**src/rtl/i2c_arb_pkg.sv**
```systemverilog
// Shared types for the I2C request arbiter: FSM states and the latched command payload.
package i2c_arb_pkg;

  localparam int ADDR_W = 7;
  localparam int DATA_W = 8;

  typedef enum logic [1:0] {IDLE, ISSUE, WAIT_DONE, RESP} arb_state_e;

  typedef struct packed {
    logic              op;
    logic [ADDR_W-1:0] addr;
    logic [DATA_W-1:0] din;
  } i2c_cmd_t;

endpackage

```
**src/rtl/i2c_rr_pick.sv**
```systemverilog
// Combinational round-robin pick: first set req bit at or above ptr, wrapping at NREQ.
module i2c_rr_pick #(
  parameter int NREQ  = 4,
  parameter int IDX_W = $clog2(NREQ)
) (
  input  logic [NREQ-1:0]  req,
  input  logic [IDX_W-1:0] ptr,
  output logic [NREQ-1:0]  grant,
  output logic [IDX_W-1:0] idx,
  output logic             any
);

  int j;

  always_comb begin
    grant = '0;
    idx   = '0;
    any   = 1'b0;
    j     = 0;
    for (int i = 0; i < NREQ; i++) begin
      j = int'(ptr) + i;
      if (j >= NREQ) j = j - NREQ;
      if (!any && req[j[IDX_W-1:0]]) begin
        any                 = 1'b1;
        grant[j[IDX_W-1:0]] = 1'b1;
        idx                 = j[IDX_W-1:0];
      end
    end
  end

endmodule

```
**src/rtl/i2c_req_arbiter.sv**
```systemverilog
// Round-robin sharing of one I2C master among NREQ requesters, with timeout abort.
// Optional single retry on ack error when I2C_ARB_RETRY_EN is defined.
module i2c_req_arbiter
  import i2c_arb_pkg::*;
#(
  parameter int NREQ    = 4,
  parameter int TIMEOUT = 4096
) (
  input  logic                     clk,
  input  logic                     rst,
  input  logic [NREQ-1:0]          req,
  input  logic [NREQ-1:0]          req_op,
  input  logic [NREQ*ADDR_W-1:0]   req_addr,
  input  logic [NREQ*DATA_W-1:0]   req_din,
  output logic [NREQ-1:0]          req_ack,
  output logic                     rsp_valid,
  output logic [$clog2(NREQ)-1:0]  rsp_id,
  output logic [DATA_W-1:0]        rsp_dout,
  output logic                     rsp_err,
  output logic                     rsp_timeout,
  output logic                     m_newd,
  output logic                     m_op,
  output logic [ADDR_W-1:0]        m_addr,
  output logic [DATA_W-1:0]        m_din,
  input  logic [DATA_W-1:0]        m_dout,
  input  logic                     m_busy,
  input  logic                     m_ack_err,
  input  logic                     m_done
);

  localparam int ID_W  = $clog2(NREQ);
  localparam int CNT_W = $clog2(TIMEOUT);

`ifdef I2C_ARB_RETRY_EN
  localparam bit RETRY_EN = 1'b1;
`else
  localparam bit RETRY_EN = 1'b0;
`endif

  arb_state_e       state;
  i2c_cmd_t         cmd;
  logic [ID_W-1:0]  id_q;
  logic [ID_W-1:0]  ptr;
  logic [CNT_W-1:0] cnt;
  logic             err_q;
  logic             retried;

  logic [NREQ-1:0]  grant;
  logic [ID_W-1:0]  win_idx;
  logic             win_any;
  int unsigned      sel;
  logic             done_err;
  logic             retry_now;

  i2c_rr_pick #(.NREQ(NREQ), .IDX_W(ID_W)) u_pick (
    .req   (req),
    .ptr   (ptr),
    .grant (grant),
    .idx   (win_idx),
    .any   (win_any)
  );

  assign sel       = 32'(win_idx);
  assign done_err  = err_q | m_ack_err;
  assign retry_now = RETRY_EN && done_err && !retried;

  assign m_op   = cmd.op;
  assign m_addr = cmd.addr;
  assign m_din  = cmd.din;

  // cnt holds the number of cycles elapsed since the newd cycle (0 during ISSUE).
  always_ff @(posedge clk) begin
    if (rst) begin
      state       <= IDLE;
      cmd         <= '0;
      id_q        <= '0;
      ptr         <= '0;
      cnt         <= '0;
      err_q       <= 1'b0;
      retried     <= 1'b0;
      req_ack     <= '0;
      rsp_valid   <= 1'b0;
      rsp_id      <= '0;
      rsp_dout    <= '0;
      rsp_err     <= 1'b0;
      rsp_timeout <= 1'b0;
      m_newd      <= 1'b0;
    end else begin
      req_ack   <= '0;
      rsp_valid <= 1'b0;
      m_newd    <= 1'b0;
      case (state)
        IDLE: begin
          if (win_any && !m_busy) begin
            req_ack  <= grant;
            cmd      <= '{op:   req_op[win_idx],
                          addr: req_addr[sel*ADDR_W +: ADDR_W],
                          din:  req_din[sel*DATA_W +: DATA_W]};
            id_q     <= win_idx;
            cnt      <= '0;
            err_q    <= 1'b0;
            retried  <= 1'b0;
            m_newd   <= 1'b1;
            state    <= ISSUE;
          end
        end
        ISSUE: begin
          cnt   <= CNT_W'(1);
          state <= WAIT_DONE;
        end
        WAIT_DONE: begin
          err_q <= done_err;
          if (m_done) begin
            if (retry_now) begin
              retried <= 1'b1;
              err_q   <= 1'b0;
              cnt     <= '0;
              m_newd  <= 1'b1;
              state   <= ISSUE;
            end else begin
              rsp_valid   <= 1'b1;
              rsp_id      <= id_q;
              rsp_dout    <= cmd.op ? m_dout : '0;
              rsp_err     <= done_err;
              rsp_timeout <= 1'b0;
              state       <= RESP;
            end
          end else if (cnt == CNT_W'(TIMEOUT-1)) begin
            rsp_valid   <= 1'b1;
            rsp_id      <= id_q;
            rsp_dout    <= '0;
            rsp_err     <= 1'b1;
            rsp_timeout <= 1'b1;
            state       <= RESP;
          end else begin
            cnt <= cnt + 1'b1;
          end
        end
        RESP: begin
          ptr   <= (id_q == ID_W'(NREQ-1)) ? '0 : id_q + 1'b1;
          state <= IDLE;
        end
        default: state <= IDLE;
      endcase
    end
  end

endmodule

```
**config.mk**
```make
export PLATFORM = sky130hd
export DESIGN_NAME = i2c_req_arbiter
export DESIGN_NICKNAME = d
export VERILOG_FILES = /design/src/rtl/i2c_arb_pkg.sv /design/src/rtl/i2c_rr_pick.sv /design/src/rtl/i2c_req_arbiter.sv
export SDC_FILE = /design/constraint.sdc
export NUM_CORES = 1
export LEC_CHECK = 0
export CORE_MARGIN = 1
export CORE_UTILIZATION = 61
export CTS_BUF_LIST = sky130_fd_sc_hd__clkbuf_16
export DETAILED_ROUTE_END_ITERATION = 8
export DONT_BUFFER_PORTS = 1
export PLACE_DENSITY = 0.86
export SYNTH_ARGS = -nofsm -noshare
export SYNTH_HDL_FRONTEND = slang
export SYNTH_SLANG_ARGS = --single-unit
```
**constraint.sdc**
```tcl
create_clock -name clk -period 7.32 [get_ports clk]
set_clock_uncertainty 0.1 [all_clocks]
set_input_delay 1.464 -clock clk [delete_from_list [all_inputs] [get_ports clk]]
set_output_delay 1.464 -clock clk [all_outputs]
set_load 0.02 [all_outputs]
```
==> flow_summary.yaml <==
status:
  status: "completed"
floorplan:
  die_y_um: 72.0
  pin_count: 115
  start_util_pct: 63.3
  dieArea_um2: 5180
  core_um2: 4720
  rows: 25
  fp.dieW_um: 72.0
sta:
  drv_slew: 0
  fin_crit_sh_pct: 47.4
  clock.fmax_ghz: 0.288
  tightest_slew_ns: 0.996
  hold_viol: 0
  slew_headroom_pct: 33.3
  layout_min_cycle_time_ns: 3.47
  finalSetupTns_ns: 0
  rsz0062_at_grt: "false"
  setup_viol: 0
clock_tree:
  ctsHoldBuffers: 0
  post-cts-setup-buffers: 0
  root_buffer: "clkbuf_16"
  clk_latency_ns: 0.29
  h-tree-depth: 2
  cts_tree: "done"
  cts-buffers-inserted: 5
  clkSinkCount: 53
  clockBufferDepth: 2
  cts_resized: 0
  clk_pin_slew_worst_paths_ns: 0.07
critical_path:
  critPathLaunchType: "flop"
  critPathMaxFanout: 16
  startpoint: "ptr[0]"
  slowest_stage: "dfxtp_1"
  end_kind: "flop"
  reg2reg_depth: 7
  crit_type: "flop to flop"
  reg2reg_from: "ptr[0]"
  crit_arrival_ns: 3.52
  cpPeakStageDelay_ns: 0.68
  required_ns: 7.37
  path_cells: "inv_1, ha_1, mux4_2, o21bai_1, a21oi_1, or3_1, o221ai_1"
placement:
  dp_cells: 376
  dpl.hpwl_mm: 4.47
  place.gp.congestion: 0.857
  port_buffers: 0
route:
  via_per_inst: 6.39
  drtIter0Drc: 167
  finalWirelength_mm: 6.47
  post_drt_wl_per_cell_um: 16.8
  first_pass_iters: 4
  ant_nets: 0
  drc: 0
  vias: 2453
synthesis:
  synth_cell_types: 42
  synth_edf_count: 0
  synth_seq_cells: 53
  avgSynthCellArea_um2: 8.95
  synth_area_leader_cell: "dfxtp_1"
  async_flop_share_pct: 0
  yosysSeqAreaShare_pct: 35.5
  synthTopCellsByArea: "dfxtp_1, mux2i_1, nand3b_1, nor2_1, ha_1"
  synth_fp_nets: 427
  ys.warnings.count: 0
  synth_cells: 334
  syn_area_um2: 2990
  synthFlopType: "dfxtp_1"
  yosysTopAreaCellShare_pct: 35.5
final_layout:
  drive_gt1_share_pct: 4.42
  area_growth_pct: 3.27
  final_cells: 384
  nets: 409
  fillers: 387
  antennaDiodeCount: 0
global_route:
  track_usage_pct: 24.7
  grt_pass1_wl_mm: 10.1
  grt_max_degree: 55
  grtUsageMet2_pct: 42.0
  met3_usage_pct: 6.11
  grt_pass1_vias: 2194
  grtUsageMet1_pct: 31.2
  antenna_found_initial: 0
  busiest_layer: "met2"
  grt_overflow: 0
power:
  max-vdd-ir-drop_mv: 0.181
  leakage_nw: 1.26
  power.density_nw_per_um2: 278
job:
  maxCapViolCount: 0
worst_hold_path:
  holdPathStages: 2
  min_from: "cnt[11]"
  hp-class: "flop to flop"
==> worst paths after layout <==
path                            slack, ns       end
worst max register to register       3.85  m_din[2]
worst max-delay path                 3.85  m_din[2]
worst min register to register       0.38   cnt[11]
worst min-delay path                 0.38   cnt[11]
==> area by class of cell <==
cell class / instances / area (µm²) / area share, %
Multi-Input combinational cell: 249 / 1760 / 57.2
Tap cell: 67 / 83.8 / 2.72
Clock inverter: 3 / 21.3 / 0.689
Sequential cell: 53 / 1060 / 34.4
Clock buffer: 5 / 125 / 4.06
Timing Repair Buffer: 1 / 7.51 / 0.243
Inverter: 6 / 22.5 / 0.730
==> logic make-up after synthesis <==
group	count (synthesis)	synth area share, %
compound gates	84	19.5
buf+inv	32	5.70
fa+ha+maj	12	5.02
simple gates	113	20.1
flops	53	35.5
mux	40	14.2
==> cells in the final DEF (no fill, tap or decap), drive strengths merged, types with 2 or more instances in the layout <==
| cell | synthesis | routed |
|---|---|---|
| nand2 | 10 | 10 |
| a221oi | 4 | 4 |
| nand3b | 23 | 23 |
| and3 | 5 | 5 |
| mux2i | 38 | 38 |
| a21oi | 20 | 20 |
| o21ai | 14 | 14 |
| and4 | 2 | 2 |
| a211oi | 5 | 5 |
| nor2b | 5 | 5 |
| clkbuf | 16 | 5 |
| nand3 | 7 | 7 |
| o221ai | 16 | 16 |
| a31oi | 3 | 3 |
| or3 | 5 | 5 |
| inv | 6 | 7 |
| mux4 | 2 | 2 |
| nor3 | 6 | 6 |
| a22oi | 13 | 13 |
| nor2 | 43 | 43 |
| ha | 12 | 12 |
| dfxtp | 53 | 53 |
| and2 | 2 | 2 |
==> report_power, final <==
| group | internal [mW] | total [mW] | leakage (nW) | switching (mW) |
|---|---|---|---|---|
| combinational | 0.0893 | 0.231 | 0.764 | 0.142 |
| sequential | 0.326 | 0.393 | 0.430 | 0.0671 |
| clock | 0.127 | 0.233 | 0.0702 | 0.106 |
==> routing by layer <==
layer	wire, µm	vias up
met1	2870	1161
met5	0	-
li1	-	1209
met2	3210	78
met3	344	5
met4	38	0
==> state kept, by name, indices dropped and copies added, names as in the netlist, 4 cells and up <==
register  cells
rsp_dout      8
m_addr        7
cnt          12
req_ack       4
m_din         8
==> Yosys cell counts, drive strengths merged, types with 2 or more instances <==
library cell	number
dfxtp	53
nor2	43
mux2i	38
nand3b	23
a21oi	20
clkbuf	16
o221ai	16
o21ai	14
a22oi	13
ha	12
buf	10
nand2	10
nand3	7
inv	6
nor3	6
a211oi	5
and3	5
nor2b	5
or3	5
a221oi	4
a31oi	3
and2	2
and4	2
mux4	2
==> through the flow <==
stage	worst slack (ns)	power (mW)	hold WS, ns	cell area, µm²	utilization (%)
finish	3.85	0.858	0.378	3090	65.3
detailed placement	3.71	0.627	0.369	2940	62.2
floorplan	4.06	0.595	0.354	2990	-
CTS	3.89	0.860	0.381	3090	65.3
global placement	3.81	0.621	0.366	2940	62.2
global route	3.63	0.905	0.404	3090	65.3
==> critical path: cells and delay by family (launching register included) <==
family,cells,cell delay [ns]
AND/OR/NAND/NOR,1,0.51
adder cells (fa/ha/maj),1,0.54
multiplexers,1,0.64
buffers and inverters,1,0.19
flip-flops,1,0.68
AO/OA/AOI/OAI,3,0.67
(Power assumes the default switching activity.)
